## config.mk

```make
export PLATFORM = sky130hd
export DESIGN_NAME = switch_pair_debounce
export DESIGN_NICKNAME = d
export VERILOG_FILES = /design/src/rtl/switch_pair_debounce.sv
export SDC_FILE = /design/constraint.sdc
export NUM_CORES = 1
export LEC_CHECK = 0
export ABC_CLOCK_PERIOD_IN_PS = 2300
export CAP_MARGIN = 20
export CORE_AREA = 2 2 67 69
export CTS_CLUSTER_DIAMETER = 200
export DETAILED_ROUTE_END_ITERATION = 12
export DIE_AREA = 0 0 69 71
export PLACE_DENSITY = 0.79
export SYNTH_ARGS = -nofsm -noshare
export SYNTH_HDL_FRONTEND = slang
export SYNTH_SLANG_ARGS = --single-unit
export TNS_END_PERCENT = 20
```

## constraint.sdc

```tcl
create_clock -name clk -period 2.3 [get_ports clk]
set_clock_uncertainty 0.2 [all_clocks]
set_input_delay 0.23 -clock clk [delete_from_list [all_inputs] [get_ports clk]]
set_output_delay 0.23 -clock clk [all_outputs]
set_load 0.02 [all_outputs]
```

## src/rtl/switch_pair_debounce.sv

```systemverilog
// Two-channel switch conditioner: 2-flop synchroniser plus per-channel debounce FSM.
// Build option: define DEBOUNCE_ONE_SHOT_EN to report only rising (press) transitions on X_chg/Y_chg.
module switch_pair_debounce #(
    parameter int unsigned DEBOUNCE_CYCLES = 240000,
    parameter logic        RESET_LEVEL     = 1'b0
) (
    input  logic clk,
    input  logic rst_n,
    input  logic X_raw,
    input  logic Y_raw,
    output logic X_db,
    output logic Y_db,
    output logic X_chg,
    output logic Y_chg,
    output logic settled
);

    localparam int unsigned     CW       = (DEBOUNCE_CYCLES > 1) ? $clog2(DEBOUNCE_CYCLES) : 1;
    localparam logic [CW-1:0]   CNT_LAST = CW'(DEBOUNCE_CYCLES - 1);
`ifdef DEBOUNCE_ONE_SHOT_EN
    localparam logic            ONE_SHOT = 1'b1;
`else
    localparam logic            ONE_SHOT = 1'b0;
`endif

    typedef enum logic {
        IDLE  = 1'b0,
        COUNT = 1'b1
    } state_t;

    // Index 0 is the X channel, index 1 is the Y channel.
    logic [1:0]    sync1_r;
    logic [1:0]    sync2_r;
    logic [1:0]    db_r;
    logic [1:0]    chg_r;
    logic          settled_r;
    state_t        state_r [2];
    logic [CW-1:0] cnt_r   [2];
    logic [1:0]    next_idle_s;

    // Predict which channels will be IDLE after this edge so settled lines up with db.
    always_comb begin
        next_idle_s = 2'b00;
        for (int i = 0; i < 2; i++) begin
            if (state_r[i] == IDLE) begin
                next_idle_s[i] = (sync2_r[i] == db_r[i]);
            end else begin
                next_idle_s[i] = (sync2_r[i] == db_r[i]) || (cnt_r[i] == CNT_LAST);
            end
        end
    end

    // Synchronisers, both debounce FSMs and all registered outputs.
    always_ff @(posedge clk or negedge rst_n) begin
        if (!rst_n) begin
            sync1_r    <= {2{RESET_LEVEL}};
            sync2_r    <= {2{RESET_LEVEL}};
            db_r       <= {2{RESET_LEVEL}};
            chg_r      <= 2'b00;
            settled_r  <= 1'b1;
            state_r[0] <= IDLE;
            state_r[1] <= IDLE;
            cnt_r[0]   <= {CW{1'b0}};
            cnt_r[1]   <= {CW{1'b0}};
        end else begin
            sync1_r   <= {Y_raw, X_raw};
            sync2_r   <= sync1_r;
            settled_r <= &next_idle_s;
            for (int i = 0; i < 2; i++) begin
                chg_r[i] <= 1'b0;
                case (state_r[i])
                    IDLE: begin
                        cnt_r[i] <= {CW{1'b0}};
                        if (sync2_r[i] != db_r[i]) begin
                            state_r[i] <= COUNT;
                            cnt_r[i]   <= CW'(1);
                        end else begin
                            state_r[i] <= IDLE;
                        end
                    end
                    COUNT: begin
                        // A return to the accepted level wins even on the final count cycle.
                        if (sync2_r[i] == db_r[i]) begin
                            state_r[i] <= IDLE;
                            cnt_r[i]   <= {CW{1'b0}};
                        end else if (cnt_r[i] == CNT_LAST) begin
                            db_r[i]    <= sync2_r[i];
                            chg_r[i]   <= ~ONE_SHOT | sync2_r[i];
                            state_r[i] <= IDLE;
                            cnt_r[i]   <= {CW{1'b0}};
                        end else begin
                            state_r[i] <= COUNT;
                            cnt_r[i]   <= cnt_r[i] + CW'(1);
                        end
                    end
                    default: begin
                        state_r[i] <= IDLE;
                        cnt_r[i]   <= {CW{1'b0}};
                    end
                endcase
            end
        end
    end

    assign X_db    = db_r[0];
    assign Y_db    = db_r[1];
    assign X_chg   = chg_r[0];
    assign Y_chg   = chg_r[1];
    assign settled = settled_r;

endmodule

```

; ---- Word-level counts from Yosys, hierarchy flattened
; Index checks and enable logic that the tools add are counted.
[classes]
reduce_logical = 5
n_bitwise = 4
n_mux = 24
addsub = 2
eq_ne = 6
[ops]
columns = op, count
row1 = 18-bit two-way mux, 4
row2 = 18-bit case mux with 2 select lines, 2
row3 = 18-bit by 1-bit adder with 18-bit output (second input constant), 2
row4 = 18-bit equality test (second input constant), 2
row5 = 1-bit two-way mux, 16
row6 = 3-bit AND reduction, 2
row7 = 1-bit inverter, 4
row8 = 1-bit case mux with 2 select lines, 2
row9 = 1-bit equality test, 2
row10 = 1-bit logical OR, 2
row11 = 1-bit inequality test, 2
row12 = 2-bit AND reduction, 1
[word_totals]
out_inout_bits = 5
in_bits = 4
register_bits = 47

; ---- Logic depth before layout (Yosys ltp)
[depth]
word_depth = 4
mapped_depth = 7
mapped_depth_nobuf = 5

; ---- Least setup slack after synthesis
; Ideal clock, no wire load.
[synth_path]
kind = flip-flop to flip-flop
startpoint = register cnt_r[0] in the netlist's numbering
endpoint = register cnt_r[13] in the netlist's numbering
arrival_ns = 1.557
stages_incl_launch_ff = 8
path_slack_ns = 0.472
setup_time_ns = 0.071
required_time_ns = 2.029
cell_sequence = dfrtp_1 > ha_1 > clkbuf_1 > and2_2 > and2_4 > a21o_2 > buf_6 > nor2_1
[synth_via]
elab_chain_cells = 4
word_cells_on_any_way = 5
cone_classes = add/sub: 1 / eq/ne: 1 / mux: 3
[synth_lines]
columns = item, line
row1 = start: declaration, 38  ; logic [CW-1:0] cnt_r [2];
row2 = start signal: indexed assignment, 73  ; cnt_r[i] <= {CW{1'b0}};
row3 = start signal: indexed assignment, 85  ; cnt_r[i] <= {CW{1'b0}};
row4 = start signal: indexed assignment, 90  ; cnt_r[i] <= {CW{1'b0}};
row5 = 18-bit by 1-bit adder with 18-bit output / 18-bit equality test (equally long branches), "93, 86"
row6 = 18-bit two-way mux *, 86  ; end else if (cnt_r[i] == CNT_LAST) begin
row7 = 18-bit two-way mux *, 83  ; if (sync2_r[i] == db_r[i]) begin
row8 = 18-bit case mux with 2 select lines *, 71  ; case (state_r[i])
; Every way passes the cells marked *; elsewhere a longest branch is shown, timed or not.
; A chain may end at the register's enable or synchronous reset.

; ---- Worst setup path in the final report
[layout_path]
startpoint = register cnt_r[18] in the netlist's numbering
endpoint = register db_r[0]
[layout_via]
elab_chain_cells = 2
[layout_lines]
columns = item, line
row1 = 18-bit equality test, 86
row2 = 3-bit AND reduction (no source line), -
row3 = end signal: assignment, 58  ; db_r <= {2{RESET_LEVEL}};
row4 = end signal: indexed assignment, 87  ; db_r[i] <= sync2_r[i];
row5 = end: declaration, 34  ; logic [1:0] db_r;
; No other way between the ends.

==> summary.md <==
| Metric | Value |
|---|---|
| Status | `finished clean` |
| Layout cells sized above 1 | `0.114` |
| Die Height | `71 um` |
| Non-Filler Instances | `280` |
| Vias in the first global route | `1518` |
| Syn Inst Count | `213` |
| Via/cell ratio | `5.54` |
| Area leader, netlist | `dfrtp_1` |
| Top Ports | `9` |
| I/O Buffers | `8` |
| Setup CP Type | `reg2reg` |
| Remaining Overflow, GRT | `0` |
| Final Cycle Share | `0.903` |
| Final setup fails | `0` |
| Fin crit period | `2.08 ns` |
| Wire length per cell | `14.4 um` |
| R2r startpoint | `cnt_r[18]$_DFF_PN0_` |
| Clock Latency Late Sink | `0.30 ns` |
| H-tree Lvls | `2` |
| Cells after DPL | `271` |
| LEAKAGE | `0.00103 uW` |
| Setup TNS | `0 ns` |
| Starting Density | `0.542` |
| Antenna Violating Nets Remaining | `0` |
| Maximum vdd drop | `461 uV` |
| Worst Path Arrival | `2.07 ns` |
| Core Box Area | `4200 um2` |
| Pin count of the biggest net entering global routing | `33` |
| MaxCap Viol Count | `0` |
| FMAX | `0.482 GHz` |
| Slew HR | `0.537` |
| CTS tree | `done` |
| Critical Path Source | `cnt_r[18]$_DFF_PN0_` |
| Synth cell types | `39` |
| Clk root buf | `clkbuf_8` |
| Final Hold Viols | `0` |
| Reg2Reg Setup Slack | `0.22 ns` |
| Antenna violations before repair | `0` |
| Setup bufs post-CTS | `0` |
| Ant. Diodes | `0` |
| Post-synthesis register bit count | `47` |
| CTS sink count | `47` |
| Top FF cell, synth | `dfrtp_1` |
| DP Wirelength | `2850 um` |
| Clock tree buffer depth | `2` |
| Detailed Route Iter0 Violations | `54` |
| Vias | `1551` |
| Clock Pin Slew Worst Setup and Hold Paths | `0.09 ns` |
| Critical path peak fanout | `6` |
| Total CTS buffers | `5` |
| Synth Cell Area | `2280 um2` |
| Post-layout nets | `233` |
| Element type at the critical path end | `register` |
| Row count | `24` |
| Critical path required time | `2.29 ns` |
| First-pass GRT wire length | `7310 um` |
| RSZ-0062 raised after global routing | `false` |
| Die width | `69 um` |
| Yosys warning total | `0` |
| GP Congestion | `0.840` |
| Post-CTS sizing | `0` |
| Worst Hold Launch | `sync1_r[1]$_DFF_PN0_` |
| Synth area leaders | `dfrtp_1, xnor2_1, nor2_1, xor2_1, nand4_1` |
| Startpoint types | `register` |
| Yosys top cell area share | `0.505` |
| Full die area | `4900 um2` |
| Drt first pass iters | `4` |
| Syn avg cell area | `10.7 um2` |
| Hold WC Path Type | `reg2reg` |
| Post-Synthesis Net Count | `219` |
| Syn-to-layout area delta | `11.9%` |
| EDFF count, synth | `0` |
| Remaining DRCs | `0` |
| Actual slew at the worst max-slew pin | `0.695 ns` |
| GRT Util Overall | `0.189` |
| Max-slew violations | `0` |
| Async SR Flop Fraction | `1.00` |
| Power per cell area | `636 nW/um2` |
| Sequential area share after synthesis | `0.516` |
| Final WL | `4040 um` |
==> Yosys cell counts, drive strengths merged, types with 3 or more instances <==
| cell | number |
|---|---|
| and3 | 4 |
| inv | 5 |
| nor4 | 10 |
| and2 | 4 |
| buf | 3 |
| nor2 | 39 |
| nand2 | 11 |
| nand4 | 14 |
| mux2 | 3 |
| xor2 | 13 |
| and4 | 3 |
| nand3 | 13 |
| dfrtp | 46 |
| nor3 | 8 |
| xnor2 | 21 |
==> worst max-delay path, stage by stage (launching register included) <==
cell and delay [ns]:
dfrtp_1 0.40, ha_1 0.23, nand3_1 0.25, nor3_2 0.29, and3_1 0.26, mux2_2 0.35
==> placed cells by master (no fill, tap or decap), drive strengths merged, types with 2 or more instances in the layout <==
master	instances
a21o	2
and2	4
and3	4
and4	3
buf	3
bufinv	2
clkbuf	5
clkdlybuf4s50	7
dfrtp	46
ha	2
inv	5
mux2	3
nand2	11
nand3	13
nand4	14
nand4bb	2
nor2	39
nor3	8
nor4	10
o2bb2ai	2
xnor2	21
xor2	13
==> cells by family after synthesis <==
logic type / count (synthesis) / share of synthesized area
and+or+nand+nor: 109 / 0.274
xor gates and xnor gates: 34 / 0.131
muxes: 4 / 0.0209
buffers and inverters: 9 / 0.0214
DFF: 47 / 0.516
adders and majority gates: 2 / 0.0110
AOI/OAI and AO/OA: 8 / 0.0258
==> registers in the layout, summed over array words and instances, names as in the netlist <==
name / cells
chg_r: 2
sync1_r: 2
settled: 1
cnt_r: 36
db_r: 2
sync2_r: 2
state_r: 2
==> stage by stage <==
stage	power [uW]	setup slack, ns	utilization	area [um2]	hold slack (ns)
floorplan	895	0.472	-	2280	-0.266
CTS	1640	0.227	0.607	2550	0.157
global placement	925	0.389	0.572	2400	0.115
global route	1690	0.115	0.607	2550	0.146
finish	1620	0.224	0.607	2550	0.159
detailed placement	928	0.276	0.572	2400	0.126
==> timing repair <==
action / 4_1_cts / 5_1_grt
endpoints found under the setup margin: 0 / 0
hold endpoints to repair: 29 / 0
hold buffers: 1 / 0
==> per-layer routing <==
layer / routed length (um) / up-vias / track usage
li1: - / 766 / -
met1: 1930 / 741 / 0.274
met2: 1880 / 38 / 0.277
met3: 181 / 6 / 0.0527
met4: 51 / 0 / 0.0610
met5: 0 / - / 0
==> area by class of cell <==
cell class,count,area (um2)
clock buffer,5,68.8
tap,52,65.1
timing repair buffer,11,100
inverter,5,18.8
fill,350,1650
clock inverter,3,67.6
sequential,47,1180
multi-input combinational,157,1050
==> worst paths after layout <==
| path | end | depth (start not counted) |
|---|---|---|
| min in group asynchronous | cnt_r[22]$_DFF_PN0_ | 2 |
| hold reg to reg | sync2_r[1]$_DFF_PN0_ | 0 |
| max in group asynchronous | cnt_r[4]$_DFF_PN0_ | 3 |
| hold / removal | sync2_r[1]$_DFF_PN0_ | 0 |
| setup reg to reg | db_r[0]$_DFFE_PN0P_ | 5 |
| setup / recovery | db_r[0]$_DFFE_PN0P_ | 5 |
==> where the power goes <==
group          switching (uW)  total, uW  leakage, uW  internal, uW
clock network             278        712    0.0000644           433
logic                    39.6       60.4     0.000332          20.8
registers                12.2        851     0.000634           838
Note: power is estimated with default switching activity, not from simulation.
